**config.mk**
```make
export PLATFORM = sky130hd
export DESIGN_NAME = fpadd_single
export DESIGN_NICKNAME = d
export VERILOG_FILES = /design/src/rtl/fpadd_pkg.sv /design/src/rtl/fpadd_lzc.sv /design/src/rtl/fpadd_single.sv
export SDC_FILE = /design/constraint.sdc
export NUM_CORES = 1
export LEC_CHECK = 0
export CAP_MARGIN = 20
export CORE_ASPECT_RATIO = 1.4
export CORE_MARGIN = 1.5
export CORE_UTILIZATION = 67
export DETAILED_ROUTE_END_ITERATION = 12
export GPL_TIMING_DRIVEN = 0
export PLACE_DENSITY = 0.95
export SLEW_MARGIN = 0
export SYNTH_ARGS = -nofsm -noshare
export SYNTH_HDL_FRONTEND = slang
export SYNTH_SLANG_ARGS = --single-unit
```
**constraint.sdc**
```tcl
create_clock -name clk -period 31.8 [get_ports clk]
set_input_delay 6.36 -clock clk [delete_from_list [all_inputs] [get_ports clk]]
set_output_delay 6.36 -clock clk [all_outputs]
set_load 0.01 [all_outputs]
```
**src/rtl/fpadd_pkg.sv**
```systemverilog
// Shared binary32 format constants, the unpacked-field struct and small field predicates.
package fpadd_pkg;

  localparam int unsigned EXP_W  = 8;
  localparam int unsigned FRAC_W = 23;
  localparam int unsigned BIAS   = 127;
  // Working significand: hidden + fraction + guard/round/sticky.
  localparam int unsigned SIG_W  = FRAC_W + 4;

  localparam logic [EXP_W-1:0] EXP_MAX = 8'hFF;
  localparam logic [31:0]      QNAN    = 32'h7FC00000;

  typedef struct packed {
    logic              sign;
    logic [EXP_W-1:0]  exp;
    logic [FRAC_W-1:0] frac;
  } fp32_t;

  function automatic logic is_nan(fp32_t x);
    return (x.exp == EXP_MAX) && (x.frac != '0);
  endfunction

  function automatic logic is_inf(fp32_t x);
    return (x.exp == EXP_MAX) && (x.frac == '0);
  endfunction

endpackage

```
**src/rtl/fpadd_lzc.sv**
```systemverilog
// Combinational leading-zero counter over the 27-bit working significand.
// An all-zero input reports SIG_W.
module fpadd_lzc
  import fpadd_pkg::*;
(
  input  logic [SIG_W-1:0] value,
  output logic [4:0]       count
);

  // Highest set bit wins because the scan runs upward and later hits overwrite.
  always_comb begin
    count = 5'(SIG_W);
    for (int i = 0; i < SIG_W; i++) begin
      if (value[i]) count = 5'(SIG_W - 1 - i);
    end
  end

endmodule

```
**src/rtl/fpadd_single.sv**
```systemverilog
// Binary32 adder: operand capture register, combinational align/add/normalize/round,
// registered result. Denormal inputs flush to zero; denormal results flush to signed zero.
module fpadd_single
  import fpadd_pkg::*;
(
  input  logic        clk,
  input  logic        reset,
  input  logic [31:0] reg_A,
  input  logic [31:0] reg_B,
  output logic [31:0] out
);

  fp32_t a_q, b_q;

  logic              a_zero, b_zero;
  logic [23:0]       a_sig, b_sig;
  logic [30:0]       a_mag, b_mag;
  logic              swap;
  logic              l_sign, s_sign;
  logic [EXP_W-1:0]  l_exp, s_exp, exp_diff;
  logic [23:0]       l_sig, s_sig;
  logic [49:0]       shift_ext;
  logic [SIG_W-1:0]  l_ext, s_ext;
  logic [SIG_W:0]    sum;
  logic [4:0]        lz;
  logic [SIG_W-1:0]  norm;
  logic signed [9:0] norm_exp, res_exp;
  logic              round_up;
  logic [24:0]       rounded;
  logic [FRAC_W-1:0] res_frac;
  logic [31:0]       result;

  // Operand capture stage.
  always_ff @(posedge clk or posedge reset) begin
    if (reset) begin
      a_q <= '0;
      b_q <= '0;
    end else begin
      a_q <= fp32_t'(reg_A);
      b_q <= fp32_t'(reg_B);
    end
  end

  // Unpack with flush-to-zero, then order operands by magnitude.
  always_comb begin
    a_zero = (a_q.exp == '0);
    b_zero = (b_q.exp == '0);
    a_sig  = a_zero ? 24'd0 : {1'b1, a_q.frac};
    b_sig  = b_zero ? 24'd0 : {1'b1, b_q.frac};
    a_mag  = a_zero ? 31'd0 : {a_q.exp, a_q.frac};
    b_mag  = b_zero ? 31'd0 : {b_q.exp, b_q.frac};
    swap   = (b_mag > a_mag);
    l_sign = swap ? b_q.sign : a_q.sign;
    s_sign = swap ? a_q.sign : b_q.sign;
    l_exp  = swap ? b_q.exp  : a_q.exp;
    s_exp  = swap ? a_q.exp  : b_q.exp;
    l_sig  = swap ? b_sig    : a_sig;
    s_sig  = swap ? a_sig    : b_sig;
  end

  // Align the smaller significand, keeping guard/round and folding the rest into sticky.
  always_comb begin
    exp_diff  = l_exp - s_exp;
    shift_ext = {s_sig, 26'd0} >> exp_diff;
    if (exp_diff >= 8'd26) begin
      s_ext = {26'd0, |s_sig};
    end else begin
      s_ext = {shift_ext[49:24], |shift_ext[23:0]};
    end
    l_ext = {l_sig, 3'b000};
    if (l_sign ^ s_sign) begin
      sum = {1'b0, l_ext} - {1'b0, s_ext};
    end else begin
      sum = {1'b0, l_ext} + {1'b0, s_ext};
    end
  end

  fpadd_lzc u_lzc (
    .value (sum[SIG_W-1:0]),
    .count (lz)
  );

  // Normalize: carry-out shifts right, otherwise shift out leading zeros.
  always_comb begin
    if (sum[SIG_W]) begin
      norm     = {sum[SIG_W:2], sum[1] | sum[0]};
      norm_exp = $signed({2'b00, l_exp}) + 10'sd1;
    end else begin
      norm     = sum[SIG_W-1:0] << lz;
      norm_exp = $signed({2'b00, l_exp}) - $signed({5'd0, lz});
    end
  end

  // Round to nearest even; a carry out of the significand bumps the exponent.
  always_comb begin
    round_up = norm[2] & (norm[1] | norm[0] | norm[3]);
    rounded  = {1'b0, norm[SIG_W-1:3]} + {24'd0, round_up};
    if (rounded[24]) begin
      res_frac = rounded[23:1];
      res_exp  = norm_exp + 10'sd1;
    end else begin
      res_frac = rounded[22:0];
      res_exp  = norm_exp;
    end
  end

  // Select special results ahead of the finite datapath.
  always_comb begin
    if (is_nan(a_q) || is_nan(b_q) || (is_inf(a_q) && is_inf(b_q) && (a_q.sign != b_q.sign))) begin
      result = QNAN;
    end else if (is_inf(a_q)) begin
      result = a_q;
    end else if (is_inf(b_q)) begin
      result = b_q;
    end else if (sum == '0) begin
      // Only two negative zeros keep a negative sign; cancellation gives +0.
      result = {l_sign & s_sign, 31'd0};
    end else if (res_exp >= 10'sd255) begin
      result = {l_sign, EXP_MAX, 23'd0};
    end else if (res_exp <= 10'sd0) begin
      result = {l_sign, 31'd0};
    end else begin
      result = {l_sign, res_exp[7:0], res_frac};
    end
  end

  // Result register.
  always_ff @(posedge clk or posedge reset) begin
    if (reset) begin
      out <= '0;
    end else begin
      out <= result;
    end
  end

endmodule

```
==> results of run 1 <==
## metrics by stage
stage / utilization / instances / worst slack (ps)
2_1_floorplan: - / 2263 / 17940
3_3_place_gp: 0.738 / 2666 / 14120
3_5_place_dp: 0.740 / 2667 / 13640
4_1_cts: 0.752 / 2683 / 13590
## layer usage
metal | overflow | track usage
met5 | 0 | 0.0947
met4 | 4 | 0.640
met3 | 1 | 0.413
met2 | 10 | 0.845
met1 | 0 | 0.619
## logic make-up after synthesis
logic type,synth area share
multiplexers,0.0369
adder cells (fa/ha/maj),0.0750
buffers and inverters,0.0606
flip-flops,0.153
AO/OA/AOI/OAI,0.343
XOR/XNOR,0.0356
AND/OR/NAND/NOR,0.296
==> impl_table.tex, run 1 <==
\begin{tabular}{lr}
\hline
Metric & Value \\
\hline
\multicolumn{2}{l}{\textbf{Outcome}} \\
Result of the run & did not finish \\
Last stage reached & global routing \\
First Err & [ERROR GRT-0116] Global routing finished with congestion. Check the congestion regions in the DRC Viewer. \\
\multicolumn{2}{l}{\textbf{Floorplanning}} \\
Height of the die & 184 um \\
Number of standard-cell rows in the floorplan & 66 \\
Initial core utilization & 0.680 \\
Chip width & 132 um \\
I/O pin count & 98 \\
\multicolumn{2}{l}{\textbf{Placement}} \\
Placed Instance Area & 17100 um2 \\
Routability cong. & 1.44 \\
Post-detailed-placement half-perimeter wirelength & 50.6 mm \\
Number of I/O port buffers & 97 \\
\multicolumn{2}{l}{\textbf{Yosys}} \\
Distinct cell type count of the synthesized netlist & 122 \\
Async set or reset register ratio after synthesis & 1.00 \\
Number of synthesized register bits & 96 \\
Post-synth net total & 2422 \\
Top-count cell post-synth & sky130\_fd\_sc\_hd\_\_nand2\_1 \\
Post-Syn Area per Cell & 6.95 um2 \\
Largest area contributor in the netlist & sky130\_fd\_sc\_hd\_\_dfrtp\_1 \\
Yosys Warn Count & 0 \\
Area of the mapped netlist & 15700 um2 \\
Biggest area contributors in the synthesized netlist & sky130\_fd\_sc\_hd\_\_dfrtp\_1 15\%, sky130\_fd\_sc\_hd\_\_nand2\_1 7.5\%, sky130\_fd\_sc\_hd\_\_ha\_1 7.2\% \\
Commonest cells in the synthesized netlist & 316 x sky130\_fd\_sc\_hd\_\_nand2\_1, 209 x sky130\_fd\_sc\_hd\_\_a21oi\_1, 181 x sky130\_fd\_sc\_hd\_\_nor2\_1 \\
Number of standard cells after synthesis & 2263 \\
Sequential fraction of the synthesis area & 0.153 \\
Number of enable flip-flop cells after synthesis & 0 \\
Most instantiated flip-flop cell in the synthesis netlist & sky130\_fd\_sc\_hd\_\_dfrtp\_1 \\
Area share of the largest cell type after synthesis & 0.153 \\
\multicolumn{2}{l}{\textbf{Clocking}} \\
\# H-tree levels & 3 \\
Clock buffer count from CTS & 9 \\
Post-cts hold buffer count & 0 \\
Post-CTS Resized & 0 \\
Number of setup buffers added after CTS & 0 \\
Clock tree root driver cell & sky130\_fd\_sc\_hd\_\_clkbuf\_16 \\
Clock sinks & 96 \\
Clock tree buffer depth & 2 \\
\multicolumn{2}{l}{\textbf{GRT}} \\
Total grt overflow & 15 \\
Maximum number of pins on one net before global-route repair & 67 \\
First-pass GRT wire length & 120 mm \\
Total Routing Usage GR & 0.626 \\
Via count of the first global-routing pass & 21491 \\
\hline
\end{tabular}
==> run 2, diff against run 1 <==
- CORE_ASPECT_RATIO: 1.4 -> unset
- CORE_UTILIZATION: 67 -> 40
- PLACE_DENSITY: 0.95 -> unset
- PLACE_DENSITY_LB_ADDON: unset -> 0.15
==> impl_table.tex, run 2 <==
\begin{tabular}{lr}
\hline
Metric & Value \\
\hline
\multicolumn{2}{l}{\textbf{Setup path}} \\
Sum of buffers and inverters on the critical path & 16 \\
Slowest cell on crit path & sky130\_fd\_sc\_hd\_\_nor4\_2 \\
Critical Path End Type & flip-flop \\
CP Data Required Time & 32080 ps \\
Crit path DAT & 19250 ps \\
CP Class & flip-flop to flip-flop \\
Maximum fanout encountered on the critical timing path & 10 \\
Max incr delay on CP & 630 ps \\
Type of origin of the critical path & flip-flop \\
Cell family contributing the most delay on the critical path & buffers and inverters \\
Most numerous cell on the critical path & sky130\_fd\_sc\_hd\_\_clkbuf\_1 \\
\multicolumn{2}{l}{\textbf{Yosys}} \\
Distinct cell type count of the synthesized netlist & 122 (unchanged) \\
Area share of the largest cell type after synthesis & 0.153 (unchanged) \\
Post-Syn Area per Cell & 6.95 um2 (unchanged) \\
Number of synthesized register bits & 96 (unchanged) \\
Biggest area contributors in the synthesized netlist & sky130\_fd\_sc\_hd\_\_dfrtp\_1 15\%, sky130\_fd\_sc\_hd\_\_nand2\_1 7.5\%, sky130\_fd\_sc\_hd\_\_ha\_1 7.2\% \\
Commonest cells in the synthesized netlist & 316 x sky130\_fd\_sc\_hd\_\_nand2\_1, 209 x sky130\_fd\_sc\_hd\_\_a21oi\_1, 181 x sky130\_fd\_sc\_hd\_\_nor2\_1 \\
Number of enable flip-flop cells after synthesis & 0 (unchanged) \\
Yosys Warn Count & 0 (unchanged) \\
Number of standard cells after synthesis & 2263 (unchanged) \\
Async set or reset register ratio after synthesis & 1.00 (unchanged) \\
Largest area contributor in the netlist & sky130\_fd\_sc\_hd\_\_dfrtp\_1 \\
Area of the mapped netlist & 15700 um2 (unchanged) \\
Top-count cell post-synth & sky130\_fd\_sc\_hd\_\_nand2\_1 \\
Most instantiated flip-flop cell in the synthesis netlist & sky130\_fd\_sc\_hd\_\_dfrtp\_1 \\
Post-synth net total & 2422 (unchanged) \\
Sequential fraction of the synthesis area & 0.153 (unchanged) \\
\multicolumn{2}{l}{\textbf{Timing}} \\
Setup TNS & 0 ps \\
Fmax & 52.7 MHz \\
Hold Violations, Final & 0 \\
Min cycle time layout & 18970 ps \\
Worst-margin pin slew & 1100 ps \\
Crit share post-route & 0.597 \\
Setup-violating endpoint count in the final report & 0 \\
Slew HR & 0.267 \\
Fin Clk Skew & 17.1 ps \\
Max-slew violation total from the final report & 0 \\
Setup repair after global routing missed its margin & no \\
\multicolumn{2}{l}{\textbf{Power and ir drop}} \\
Power density of the placed cells & 58.7 nW/um2 \\
Static leakage power & 7.13 nW \\
VDD IR max & 0.0348 mV \\
\multicolumn{2}{l}{\textbf{Route}} \\
Met1 wire length & 31.4 mm \\
Via count of the routed design & 19248 \\
Remaining routing DRC violations & 0 \\
Detail-routed via count per cell & 6.64 \\
DR iter-0 viols & 2409 \\
Post-DR wirelength/cell & 25.3 um \\
Met3 WL post-DR & 6.53 mm \\
DRT Wirelength & 73.3 mm \\
Total met2 wirelength after detailed routing & 31.4 mm \\
Remaining antenna violation count & 0 \\
First-pass DRT Iterations & 6 \\
Highest signal layer in the routed design & met4 \\
\multicolumn{2}{l}{\textbf{GRT}} \\
First-pass GRT wire length & 112 mm \\
Maximum number of pins on one net before global-route repair & 67 \\
Via count of the first global-routing pass & 18215 \\
Number of antenna violations at the first check in global routing & 0 \\
Total grt overflow & 0 \\
Total Routing Usage GR & 0.356 \\
\multicolumn{2}{l}{\textbf{Outcome}} \\
Result of the run & complete, no violations \\
\multicolumn{2}{l}{\textbf{Placement}} \\
Post-detailed-placement half-perimeter wirelength & 59.4 mm (+17\%) \\
Number of I/O port buffers & 97 (unchanged) \\
Routability cong. & 1.05 (-27\%) \\
\multicolumn{2}{l}{\textbf{Clocking}} \\
Clock latency on the worst-skew pair & 370 ps \\
Clock tree from TritonCTS & built \\
Clock sinks & 96 (unchanged) \\
Post-CTS Resized & 0 (unchanged) \\
Clock tree root driver cell & sky130\_fd\_sc\_hd\_\_clkbuf\_16 \\
Number of setup buffers added after CTS & 0 (unchanged) \\
Post-cts hold buffer count & 0 (unchanged) \\
Clock slew at the register clock pins of the worst setup and hold paths & 80 ps \\
Clock tree buffer depth & 2 (unchanged) \\
Clock buffer count from CTS & 9 (unchanged) \\
\# H-tree levels & 3 (unchanged) \\
\multicolumn{2}{l}{\textbf{Cells and area}} \\
Leading registers by flop count & a\_q (32), b\_q (32), out (32) \\
Ratio of cells with drive above 1 in the final layout & 0.0647 \\
Most common library cell in the layout ignoring fill and taps & sky130\_fd\_sc\_hd\_\_nand2\_1 \\
Commonest cells after routing, fill and taps aside & 316 x sky130\_fd\_sc\_hd\_\_nand2\_1, 209 x sky130\_fd\_sc\_hd\_\_a21oi\_1, 181 x sky130\_fd\_sc\_hd\_\_nor2\_1 \\
Layout area overhead & 12.5\% \\
Final core utilization & 0.456 \\
Antenna diode instance count & 0 \\
Count of nets after finishing & 2533 \\
FILL cells & 4068 \\
\multicolumn{2}{l}{\textbf{Min path}} \\
Classification of the worst-slack hold path & flip-flop to flip-flop \\
\multicolumn{2}{l}{\textbf{Job}} \\
\# Max-Cap Violations & 0 \\
\multicolumn{2}{l}{\textbf{Floorplanning}} \\
Height of the die & 201 um (+9.2\%) \\
Die area & 40500 um2 \\
Initial core utilization & 0.406 (-0.274) \\
Chip width & 201 um (+52\%) \\
Number of standard-cell rows in the floorplan & 72 (+9.1\%) \\
I/O pin count & 98 (unchanged) \\
Core area & 38700 um2 \\
\hline
\end{tabular}
==> run 2: worst paths after layout <==
check                             start  endpoint  cells after the start  slack [ps]
worst max-delay path            b_q[26]    out[7]                     65       12830
worst min-delay path            a_q[31]   out[31]                      2         600
worst max register to register  b_q[26]    out[7]                     65       12830
worst min register to register  a_q[31]   out[31]                      2         600
max in group asynchronous         reset   a_q[11]                      3       24820
min in group asynchronous         reset   b_q[26]                      2        6330
==> run 2: worst reg2reg max path: cells and delay by family (launching register included) <==
kind | cells | cell delay (ps)
and+or+nand+nor | 23 | 5600
adders and majority gates | 4 | 1290
AOI/OAI and AO/OA | 20 | 5170
DFF | 1 | 380
xor gates and xnor gates | 2 | 670
buffers and inverters | 16 | 5780
==> run 2: cell families after synthesis <==
kind of cell,count (synthesis),synth area share
buffers and inverters,233,0.0606
DFF,96,0.153
xor gates and xnor gates,63,0.0356
adders and majority gates,93,0.0750
and+or+nand+nor,944,0.296
AOI/OAI and AO/OA,785,0.343
muxes,49,0.0369
==> run 2: final cells by class <==
type                            instances  area [um2]  area share
Clock inverter                          6        72.6     0.00410
Sequential cell                        96        2400       0.136
Clock buffer                           10         229      0.0130
Tap cell                              518         648      0.0367
Timing Repair Buffer                  100        1010      0.0570
Buffer                                145         621      0.0351
Multi-Input combinational cell       1934       12400       0.699
Inverter                               88         335      0.0190
==> run 2: where the power goes <==
part	switching (mW)	internal (mW)	leakage (nW)
logic	0.502	0.264	5.86
clock network	0.0496	0.0622	0.150
registers	0.0145	0.146	1.13
total	0.566	0.472	7.13
==> run 2: metrics by stage <==
stage | hold WS, ps | cell area (um2) | std cells | power, mW | worst slack (ps)
finish | 596 | 17700 | 2897 | 1.04 | 12830
global route | 614 | 17700 | 2897 | 1.10 | 11690
CTS | 610 | 17700 | 2897 | 1.02 | 13480
detailed placement | 596 | 17400 | 2881 | 0.898 | 13600
global placement | 570 | 17300 | 2878 | 0.899 | 13540
floorplan | 529 | 15700 | 2263 | 0.642 | 17940
==> run 2: metal layers <==
metal  up-vias  GRT usage
met1      9117      0.487
met3       251     0.0554
met5         -          0
met2      1187      0.541
met4         0      0.183
li1       8693          -
Note: power is estimated with default switching activity, not from simulation.
